## src/rtl/bpi_cmd_sequencer.sv

```systemverilog
// -----------------------------------------------------------------------------
// bpi_cmd_sequencer
//   Front end of the BPI flash interface. Takes one high-level flash command and
//   expands it into the ordered single-cycle bus operations (ADDR, CMD_DATA_OUT,
//   OP, EXECUTE) that the interface executes. Returns array read data, the flash
//   status register, a one-cycle DONE pulse and error flags.
//
// Ports
//   CLK, RST            clock, asynchronous active-high reset
//   CMD_VALID/CMD_RDY   command handshake (accepted when both are 1)
//   CMD_CODE            0 RD_ARRAY, 1 RD_STATUS, 2 PROGRAM, 3 ERASE, 4 UNLOCK,
//                       5 LOCK, 6 CLR_STATUS, 7 illegal
//   CMD_ADDR/DATA/CNT   start/block address, program data, array word count
//   ADDR, CMD_DATA_OUT, OP (01 write, 10 read), EXECUTE   to the interface
//   BPI_BUSY, LOAD_DATA, DATA_IN                          from the interface
//   RD_DATA/RD_VALID    array read word and its one-cycle qualifier
//   STATUS              last flash status register read
//   DONE/ERR            completion pulse; ERR[0] SR error, [1] poll timeout,
//                       [2] illegal code, [3] always 0
//
// state     | meaning
// ----------+---------------------------------------------------------------
// IDLE      | waiting for a command, CMD_RDY=1
// SETUP     | ADDR/CMD_DATA_OUT/OP hold the current step; wait for BUSY=0
// ISSUE     | EXECUTE asserted for the current step
// WAIT_ACK  | EXECUTE held until the interface raises BUSY
// WAIT_DONE | waiting for BUSY to fall
// NEXT      | advance step, repeat a poll/array read, or finish
// ILL       | illegal code, one dead cycle before FINISH
// FINISH    | DONE pulse with ERR valid, CMD_RDY=1
// -----------------------------------------------------------------------------
module bpi_cmd_sequencer #(
  parameter int CNT_W    = 11,
  parameter int POLL_MAX = 65535
) (
  input  logic             CLK,
  input  logic             RST,
  input  logic             CMD_VALID,
  output logic             CMD_RDY,
  input  logic [2:0]       CMD_CODE,
  input  logic [22:0]      CMD_ADDR,
  input  logic [15:0]      CMD_DATA,
  input  logic [CNT_W-1:0] CMD_CNT,
  output logic [22:0]      ADDR,
  output logic [15:0]      CMD_DATA_OUT,
  output logic [1:0]       OP,
  output logic             EXECUTE,
  input  logic             BPI_BUSY,
  input  logic             LOAD_DATA,
  input  logic [15:0]      DATA_IN,
  output logic [15:0]      RD_DATA,
  output logic             RD_VALID,
  output logic [7:0]       STATUS,
  output logic             DONE,
  output logic [3:0]       ERR
);

  localparam int PW = (POLL_MAX < 2) ? 1 : $clog2(POLL_MAX + 1);

  localparam logic [2:0] C_RD_ARRAY   = 3'd0;
  localparam logic [2:0] C_RD_STATUS  = 3'd1;
  localparam logic [2:0] C_PROGRAM    = 3'd2;
  localparam logic [2:0] C_ERASE      = 3'd3;
  localparam logic [2:0] C_UNLOCK     = 3'd4;
  localparam logic [2:0] C_LOCK       = 3'd5;
  localparam logic [2:0] C_CLR_STATUS = 3'd6;
  localparam logic [2:0] C_ILLEGAL    = 3'd7;

  localparam logic [1:0] OP_NONE = 2'b00;
  localparam logic [1:0] OP_W    = 2'b01;
  localparam logic [1:0] OP_R    = 2'b10;

  typedef enum logic [2:0] {
    S_IDLE,
    S_SETUP,
    S_ISSUE,
    S_WAIT_ACK,
    S_WAIT_DONE,
    S_NEXT,
    S_ILL,
    S_FINISH
  } state_t;

  state_t             state_q, state_d;
  logic [2:0]         code_q;
  logic [2:0]         step_q, step_d;
  logic [22:0]        addr_q;
  logic [15:0]        data_q;
  logic [15:0]        dout_q;
  logic [1:0]         op_q;
  logic [CNT_W-1:0]   words_q;
  logic [PW-1:0]      poll_q;
  logic [15:0]        rd_data_q;
  logic               rd_valid_q;
  logic [7:0]         status_q;
  logic [2:0]         err_q;

  logic accept;
  logic addr_inc;
  logic words_dec;
  logic poll_load;
  logic poll_dec;
  logic set_err_sr;
  logic set_err_to;
  logic set_err_ill;
  logic load_step;
  logic capture;
  logic [2:0]  step_code;
  logic [15:0] step_wdata;
  logic [17:0] step_bus;

  // Bus operation {OP, CMD_DATA_OUT} for a given command and step index.
  // PROGRAM/ERASE: steps 0-1 command, 2 read-status setup, 3 poll read,
  // 4 return to read-array mode.
  function automatic logic [17:0] step_op(input logic [2:0]  code,
                                          input logic [2:0]  step,
                                          input logic [15:0] wdata);
    logic [17:0] r;
    r = {OP_NONE, 16'h0000};
    case (code)
      C_RD_ARRAY:  r = (step == 3'd0) ? {OP_W, 16'h00FF} : {OP_R, 16'h0000};
      C_RD_STATUS: r = (step == 3'd0) ? {OP_W, 16'h0070} : {OP_R, 16'h0000};
      C_PROGRAM, C_ERASE: begin
        case (step)
          3'd0:    r = {OP_W, (code == C_PROGRAM) ? 16'h0040 : 16'h0020};
          3'd1:    r = {OP_W, (code == C_PROGRAM) ? wdata : 16'h00D0};
          3'd2:    r = {OP_W, 16'h0070};
          3'd3:    r = {OP_R, 16'h0000};
          default: r = {OP_W, 16'h00FF};
        endcase
      end
      C_UNLOCK:     r = (step == 3'd0) ? {OP_W, 16'h0060} : {OP_W, 16'h00D0};
      C_LOCK:       r = (step == 3'd0) ? {OP_W, 16'h0060} : {OP_W, 16'h0001};
      C_CLR_STATUS: r = {OP_W, 16'h0050};
      default:      r = {OP_NONE, 16'h0000};
    endcase
    return r;
  endfunction

  always_comb begin
    state_d     = state_q;
    step_d      = step_q;
    accept      = 1'b0;
    addr_inc    = 1'b0;
    words_dec   = 1'b0;
    poll_load   = 1'b0;
    poll_dec    = 1'b0;
    set_err_sr  = 1'b0;
    set_err_to  = 1'b0;
    set_err_ill = 1'b0;
    case (state_q)
      S_IDLE, S_FINISH: begin
        if (state_q == S_FINISH) state_d = S_IDLE;
        if (CMD_VALID) begin
          accept  = 1'b1;
          step_d  = 3'd0;
          state_d = (CMD_CODE == C_ILLEGAL) ? S_ILL : S_SETUP;
        end
      end
      S_ILL: begin
        set_err_ill = 1'b1;
        state_d     = S_FINISH;
      end
      S_SETUP:     if (!BPI_BUSY) state_d = S_ISSUE;
      S_ISSUE:     state_d = S_WAIT_ACK;
      S_WAIT_ACK:  if (BPI_BUSY) state_d = S_WAIT_DONE;
      S_WAIT_DONE: if (!BPI_BUSY) state_d = S_NEXT;
      S_NEXT: begin
        state_d = S_SETUP;
        step_d  = step_q + 3'd1;
        case (code_q)
          C_RD_ARRAY: begin
            if (step_q != 3'd0) begin
              if (words_q == CNT_W'(1)) begin
                state_d = S_FINISH;
              end else begin
                step_d    = step_q;
                addr_inc  = 1'b1;
                words_dec = 1'b1;
              end
            end
          end
          C_RD_STATUS, C_UNLOCK, C_LOCK: if (step_q != 3'd0) state_d = S_FINISH;
          C_PROGRAM, C_ERASE: begin
            case (step_q)
              3'd2: poll_load = 1'b1;
              3'd3: begin
                // Poll exit on SR[7]; otherwise retry until the budget runs out,
                // in which case the trailing read-array write is still issued.
                if (status_q[7]) begin
                  set_err_sr = |status_q[5:1];
                end else if (poll_q == PW'(1)) begin
                  set_err_to = 1'b1;
                end else begin
                  poll_dec = 1'b1;
                  step_d   = step_q;
                end
              end
              3'd4:    state_d = S_FINISH;
              default: ;
            endcase
          end
          default: state_d = S_FINISH;
        endcase
      end
      default: state_d = S_IDLE;
    endcase
  end

  // The bus fields for a step are registered on entry to SETUP so they are
  // stable through WAIT_DONE.
  assign load_step  = (state_d == S_SETUP) && (state_q != S_SETUP);
  assign step_code  = accept ? CMD_CODE : code_q;
  assign step_wdata = accept ? CMD_DATA : data_q;
  assign step_bus   = step_op(step_code, step_d, step_wdata);

  assign capture = LOAD_DATA && (op_q == OP_R) &&
                   ((state_q == S_ISSUE) || (state_q == S_WAIT_ACK) ||
                    (state_q == S_WAIT_DONE));

  always_ff @(posedge CLK or posedge RST) begin
    if (RST) begin
      state_q    <= S_IDLE;
      code_q     <= 3'd0;
      step_q     <= 3'd0;
      addr_q     <= '0;
      data_q     <= '0;
      dout_q     <= '0;
      op_q       <= OP_NONE;
      words_q    <= '0;
      poll_q     <= '0;
      rd_data_q  <= '0;
      rd_valid_q <= 1'b0;
      status_q   <= '0;
      err_q      <= '0;
    end else begin
      state_q <= state_d;
      step_q  <= step_d;
      if (accept) begin
        code_q  <= CMD_CODE;
        addr_q  <= CMD_ADDR;
        data_q  <= CMD_DATA;
        words_q <= (CMD_CNT == '0) ? CNT_W'(1) : CMD_CNT;
        err_q   <= '0;
      end
      if (addr_inc)  addr_q  <= addr_q + 23'd1;
      if (words_dec) words_q <= words_q - CNT_W'(1);
      if (poll_load) poll_q <= PW'(POLL_MAX);
      else if (poll_dec) poll_q <= poll_q - PW'(1);
      if (set_err_sr)  err_q[0] <= 1'b1;
      if (set_err_to)  err_q[1] <= 1'b1;
      if (set_err_ill) err_q[2] <= 1'b1;
      if (load_step) begin
        op_q   <= step_bus[17:16];
        dout_q <= step_bus[15:0];
      end else if ((state_q == S_WAIT_DONE) && (state_d == S_NEXT)) begin
        op_q <= OP_NONE;
      end
      rd_valid_q <= capture && (code_q == C_RD_ARRAY);
      if (capture && (code_q == C_RD_ARRAY)) rd_data_q <= DATA_IN;
      if (capture && (code_q != C_RD_ARRAY)) status_q  <= DATA_IN[7:0];
    end
  end

  assign CMD_RDY      = (state_q == S_IDLE) || (state_q == S_FINISH);
  assign EXECUTE      = (state_q == S_ISSUE) || (state_q == S_WAIT_ACK);
  assign DONE         = (state_q == S_FINISH);
  assign ADDR         = addr_q;
  assign CMD_DATA_OUT = dout_q;
  assign OP           = op_q;
  assign RD_DATA      = rd_data_q;
  assign RD_VALID     = rd_valid_q;
  assign STATUS       = status_q;
  assign ERR          = {1'b0, err_q};

endmodule

```

## config.mk

```make
export PLATFORM = sky130hd
export DESIGN_NAME = bpi_cmd_sequencer
export DESIGN_NICKNAME = d
export VERILOG_FILES = /design/src/rtl/bpi_cmd_sequencer.sv
export SDC_FILE = /design/constraint.sdc
export NUM_CORES = 1
export LEC_CHECK = 0
export ABC_CLOCK_PERIOD_IN_PS = 4100
export BUFFER_PORTS_ARGS = -buffer_cell sky130_fd_sc_hd__buf_2
export CELL_PAD_IN_SITES_DETAIL_PLACEMENT = 0
export CELL_PAD_IN_SITES_GLOBAL_PLACEMENT = 1
export CORE_MARGIN = 2
export CORE_UTILIZATION = 35
export DETAILED_ROUTE_END_ITERATION = 7
export PLACE_DENSITY_LB_ADDON = 0.08
export SLEW_MARGIN = 20
export SYNTH_ARGS = -nofsm -noshare
export SYNTH_HDL_FRONTEND = slang
export SYNTH_SLANG_ARGS = --single-unit
```

## constraint.sdc

```tcl
create_clock -name CLK -period 4.1 [get_ports CLK]
set_clock_uncertainty 0.15 [all_clocks]
set_input_delay 0.82 -clock CLK [delete_from_list [all_inputs] [get_ports CLK]]
set_output_delay 0.82 -clock CLK [all_outputs]
set_load 0.005 [all_outputs]
```

==> metrics, run 1 <==
die width ~140 um; GRT Overall Usage 18.62%; max cap viols 0; placed cell area 7002 sq um; adder-cell share of the synthesized area 1.858%; fin util between 40% and 50%; vias in the first global route approximately 5300; Syn Inst Count 632; Setup Crit Path Kind flip-flop to flip-flop; first-pass GRT wire length roughly 27000 um; Leakage approximately 3.8 nW; leading post-synthesis cells by cell area dfrtp_1 50%, nand2_1 8.9%, o21ai_0 2.7%; top cell type's share of synthesized area between 40% and 50%; area delta synth->final 26.51%; Critical Path Start Type flip-flop; Slew Limit Headroom a little under half; DRT antenna net count 0; yosys warns 0; switching power around 0.0022 W; FF+latch count, synth 121; RSZ-0062 raised after global routing no; CP Capture Type flip-flop; Routed wire per std cell between 15 and 20 um; largest family of logic cells by synthesized area simple AND/OR/NAND/NOR gates; f_max roughly 0.31 GHz; Simple-Gate Fraction of Synth Area a little under a quarter; Remaining Overflow, GRT 0; syn_nets approximately 720; design area 7667 sq um; # resized after CTS 0; CTS Buf Count 17; critical path peak fanout 28; Comb pwr share 35.1%; clock network power share 28.4%; H-tree depth 4; CTS tree built; layout cell share with drive strength beyond 1 27.76%; DR pass1 iterations 6; core area roughly 17000 sq um; Initial Util about 35%; Synth area leader dfrtp_1; Initial DRC Count about 280; Setup Total Neg Slack 0 ns; largest net degree at the start of global routing roughly 120; gpl congestion a little over 0.8; Clock Pin Slew Worst Setup and Hold Paths around 0.06 ns; Syn Std Cell Area slightly above 6000 sq um; final worst slack ~0.9 ns; mux contribution to synthesized area around 3.4%; WP data arrival 3.39 ns; die height 135.6 um; worst endpoint required time ~4.3 ns; register area share after synthesis about half; Final period util about four fifths; Distinct cells, synth between 70 and 80; via density per instance about 5.2; Compound-Gate Fraction of Synth Area 15.88%; Post-Synth XOR/XNOR Area between 2 and 2.5%; Final min period approximately 3.2 ns; syn_area_per_cell approximately 9.6 sq um; Hold Buf Count CTS 0; worst-margin pin slew roughly 0.79 ns; final WL about 17000 um; Int Power 0.003704 W; fin. max-slew vios 0; DR vias about 5300; Worst R2R Setup Slack around 0.89 ns; clk_lat worst skew about 0.41 ns; min-delay worst type flip-flop to flip-flop; pre-CTS setup slack 0.8973 ns; number of synthesized flops with an enable pin 0; Synth Flop Type dfrtp_1; power per cell area just under 800 nW/um^2; clock sinks between 100 and 150; Setup Fix Bufs, Post-CTS 0; Buffers on Ports between 100 and 150; status finished clean; DRC Markers 0; Non-Filler Instances a little over 1000; CTS max path bufs 2; Rows 48; Switching Share 37.64%; Ports 147; Fin. Hold Viols 0; clock root buffer clkbuf_16; DIE AREA around 18000 sq um; DP Wirelength around 12000 um; async set or reset register ratio after synthesis 100.0%; Reg power frac between 30% and 40%; final setup fails 0; Post-Place Cells 982; Max IR drop VDD approximately 0.4 mV; initial antenna violation count 1; # nets final roughly 860
## placed cells by master (no fill, tap or decap), drive strengths merged, types with 4 or more instances in the layout
cell type  instances
nand2            143
a22o               9
a311oi             4
o311ai             5
nand4             10
nand3             19
mux2i              7
nor2              44
a31oi              5
and4               4
inv               24
o21ai             33
a221o              9
or3                4
a21oi             21
clkbuf            17
nor3              19
mux2              12
a41o               4
or4                7
nor3b              7
and2               4
xor2               5
xnor2              9
o211ai             8
buf              150
and3              13
nor4               8
ha                 9
dfrtp            121
bufinv             5
## metal layers
metal	up-vias	track usage, %	share of wire (%)
met1	2552	23.79	45
li1	2561	-	-
met3	12	5.537	5.8
met5	-	0	0
met4	0	5.671	0.86
met2	125	30.50	48
## layout make-up
| class | count | area, sq um |
|---|---|---|
| fill | 1703 | 9449 |
| sequential | 121 | 3028 |
| multi-input combinational | 466 | 2833 |
| timing repair buffer | 150 | 775.7 |
| clock buffer | 17 | 425.4 |
| tap | 225 | 281.5 |
| clock inverter | 15 | 237.7 |
| inverter | 20 | 83.83 |
| antenna | 1 | 2.502 |
## power by group through the flow
stage	sequential [W]	clock, W	combinational [W]
final	0.00217	0.00169	0.00208
after global routing	0.00225	0.00178	0.00238
after CTS	0.00217	0.00173	0.00212
after detailed placement	0.00218	0	0.00211
after global placement	0.00216	0	0.00208
after floorplan	0.00207	0	0.00146
## registers in the layout, indices dropped and copies added, names as in the netlist, 8 cells and up
| register | count |
|---|---|
| ADDR | 23 |
| CMD_DATA_OUT | 16 |
| RD_DATA | 16 |
| data_q | 16 |
| poll_q | 16 |
| words_q | 11 |
| STATUS | 8 |
## cells in the mapped netlist (9+ instances only)
cell type and count:
nand2_1 143, dfrtp_1 121, nor2_1 43, o21ai_0 33, a21oi_1 19, nand3_1 19, nor3_1 17, inv_1 15
and3_1 13, clkbuf_1 12, mux2_2 12, a221o_1 9, a22o_1 9, ha_1 9, xnor2_1 9
## stage by stage
step / total power (W) / hold slack [ns]
after detailed placement: 0.004285 / 0.3074
after CTS: 0.006016 / 0.3273
final: 0.005940 / 0.3230
after global routing: 0.006411 / 0.3384
after global placement: 0.004250 / 0.3059
after floorplan: 0.003531 / 0.2908
## final timing paths
check / from / depth (start not counted) / to
hold reg to reg: data_q[12] / 2 / data_q[12]
hold / removal: data_q[12] / 2 / data_q[12]
setup reg to reg: state_q[0] / 7 / words_q[9]
max in group asynchronous: RST / 3 / CMD_DATA_OUT[6]
min in group asynchronous: RST / 3 / RD_VALID
setup / recovery: state_q[0] / 7 / words_q[9]
## critical path, stage by stage, from the launching register on
cell and delay (ns):
dfrtp_1 0.50, nor2b_4 0.22, and2_1 0.32, nand4_4 0.40
or4_4 0.56, or4_4 0.46, or4_1 0.41, nand3_1 0.10
## cells by family after synthesis
family | after synthesis
multiplexers | 19
XOR/XNOR | 14
AND/OR/NAND/NOR | 293
flip-flops | 121
buffers and inverters | 45
other | 1
adder cells (fa/ha/maj) | 9
AO/OA/AOI/OAI | 130
Power figures use the tool's default switching activity.
==> inputs of run 2 (changes only) <==
Settings changed: ABC_CLOCK_PERIOD_IN_PS 4100 to 3000.
Clock period 4.1 ns to 3 ns, I/O delays scaled along.
==> run 2 against run 1 <==
Net effect: routed wire length rose by 1.4%; worst setup slack worse by 0.70 ns; flip-flop and latch count did not move; critical path depth is 2 higher; utilization is 0.77 points higher; power rose by 38%; final area is 1.7% higher; critical path type unchanged; largest cell class unchanged; highest routed layer unchanged.
==> metrics, run 2 (same netlist as run 1, synthesis figures left out) <==
status finished clean; core area 17120 sq um (unchanged); DP Wirelength 11730 um (+1.9%); Hold Buf Count CTS 0 (unchanged); clock sinks 121 (unchanged); Setup Crit Path Kind flip-flop to flip-flop; Max IR drop VDD 0.4813 mV (+22%); Ports 147 (unchanged); via density per instance 5.230 (+1.1%); # nets final 877 (+2.1%); H-tree depth 4 (unchanged); CTS max path bufs 2 (unchanged); max FFs per register 23 (unchanged); final setup fails 0 (unchanged); initial antenna violation count 2 (+1); Remaining Overflow, GRT 0 (unchanged); area delta synth->final 28.70%; GRT Overall Usage 19.11% (+0.49 points); die height 135.6 um (unchanged); clk_lat worst skew 0.42 ns (about the same); r2r worst-path depth 9 (+2); worst endpoint required time 3.13 ns (-1.16 ns); final WL 16810 um (+1.4%); WHS 0.2203 ns (-0.1027 ns); critical path peak fanout 8 (-71%); Worst R2R Setup Slack 0.19 ns (-0.70 ns); Initial Util 35.41% (unchanged); Post-Place Cells 998 (+1.6%); Setup Total Neg Slack 0 ns (unchanged); Critical Path Start Type flip-flop; Buffers on Ports 145 (unchanged); CTS tree built; Final min period 2.806 ns (-0.3988 ns); DR vias 5403 (+2.9%); clock root buffer clkbuf_16; Slew Limit Headroom 47.82% (+0.52 points); Final period util 93.55% (+15 points); DRT antenna net count 0 (unchanged); first-pass GRT wire length 27500 um (+2.5%); gpl congestion 0.8661 (+7.0%); DRC Markers 0 (unchanged); commonest non-fill, non-tap cell in the layout buf_2; fin. max-slew vios 0 (unchanged); Rows 48 (unchanged); DIE AREA 18380 sq um (unchanged); layout cell share with drive strength beyond 1 29.62% (+1.9 points); Non-Filler Instances 1033 (+1.8%); largest net degree at the start of global routing 122 (unchanged); min-delay worst type input pin to async pin; Fin. Hold Viols 0 (unchanged); Leakage 3.863 nW (+1.8%); f_max 0.3563 GHz (+14%); CP Capture Type flip-flop; Clock Pin Slew Worst Setup and Hold Paths 0.06 ns (about the same); CTS Buf Count 17 (unchanged); die width 135.6 um (unchanged); Power Total 0.008179 W (+38%); vias in the first global route 5390 (+2.3%); most frequent cells in the layout 145 x buf_2, 143 x nand2_1, 121 x dfrtp_1; worst-margin pin slew 0.7793 ns (-0.008306 ns); DR pass1 iterations 4 (-2); max cap viols 0 (unchanged); WP data arrival 2.94 ns (-0.45 ns); Initial DRC Count 273 (-2.8%); Routed wire per std cell 16.27 um (-0.42%); power per cell area 1049 nW/um^2 (+35%)
## run 2: critical path, cell delays in order, from the launching register on
cell and delay [ns]:
dfrtp_1 0.42, nor4_1 0.35, nand4_1 0.26, a21o_1 0.29, a31o_4 0.27, a22oi_4 0.21
inv_4 0.09, nor3_4 0.30, mux2i_1 0.22, a31oi_1 0.11
## run 2: report_power, final
part / switching (W) / leakage, nW / internal [W]
combinational: 0.00166 / 2.02 / 0.00138
sequential: 0.000650 / 1.55 / 0.00231
clock: 0.000755 / 0.294 / 0.00143
total: 0.00306 / 3.86 / 0.00512
## run 2: layout make-up
cell class              count  area [sq um]
diodes                      1         2.502
well taps                 225         281.5
clock inverters            12         172.7
clock buffers              20         456.7
inverters                  20         86.33
multi-input cells         466          2861
repair buffers            168         910.9
fillers                  1697          9316
flip-flops and latches    121          3028
## run 2: routing by layer
layer | vias up | GRT usage (%) | share of wire (%)
li1 | 2603 | - | -
met1 | 2640 | 25.25 | 47
met3 | 16 | 5.799 | 6.3
met4 | 0 | 7.002 | 1.3
met5 | - | 0 | 0
met2 | 144 | 29.66 | 46
## run 2: path summary, 6_finish.rpt
path | start | end
setup / recovery | poll_q[10] | CMD_DATA_OUT[4]
max in group asynchronous | RST | words_q[9]
setup reg to reg | poll_q[10] | CMD_DATA_OUT[4]
min in group CLK | DATA_IN[12] | RD_DATA[12]
hold reg to reg | RD_DATA[15] | RD_DATA[15]
hold / removal | RST | data_q[8]
## run 2: per-stage QoR
step / util, % / setup slack, ns / instance area (sq um)
after floorplan: - / 0.3809 / 6065
after global placement: 41.61 / 0.1034 / 7122
after detailed placement: 41.61 / -0.05840 / 7122
after CTS: 45.29 / 0.004718 / 7752
after global routing: 45.56 / -0.01796 / 7797
final: 45.57 / 0.1936 / 7800
## run 2: repair_timing
item / in CTS / in global routing
resized for setup: 1 / 6
pin swaps: 0 / 7
endpoints found under the hold margin: 0 / 0
setup buffers: 0 / 2
endpoints found under the setup margin: 8 / 18
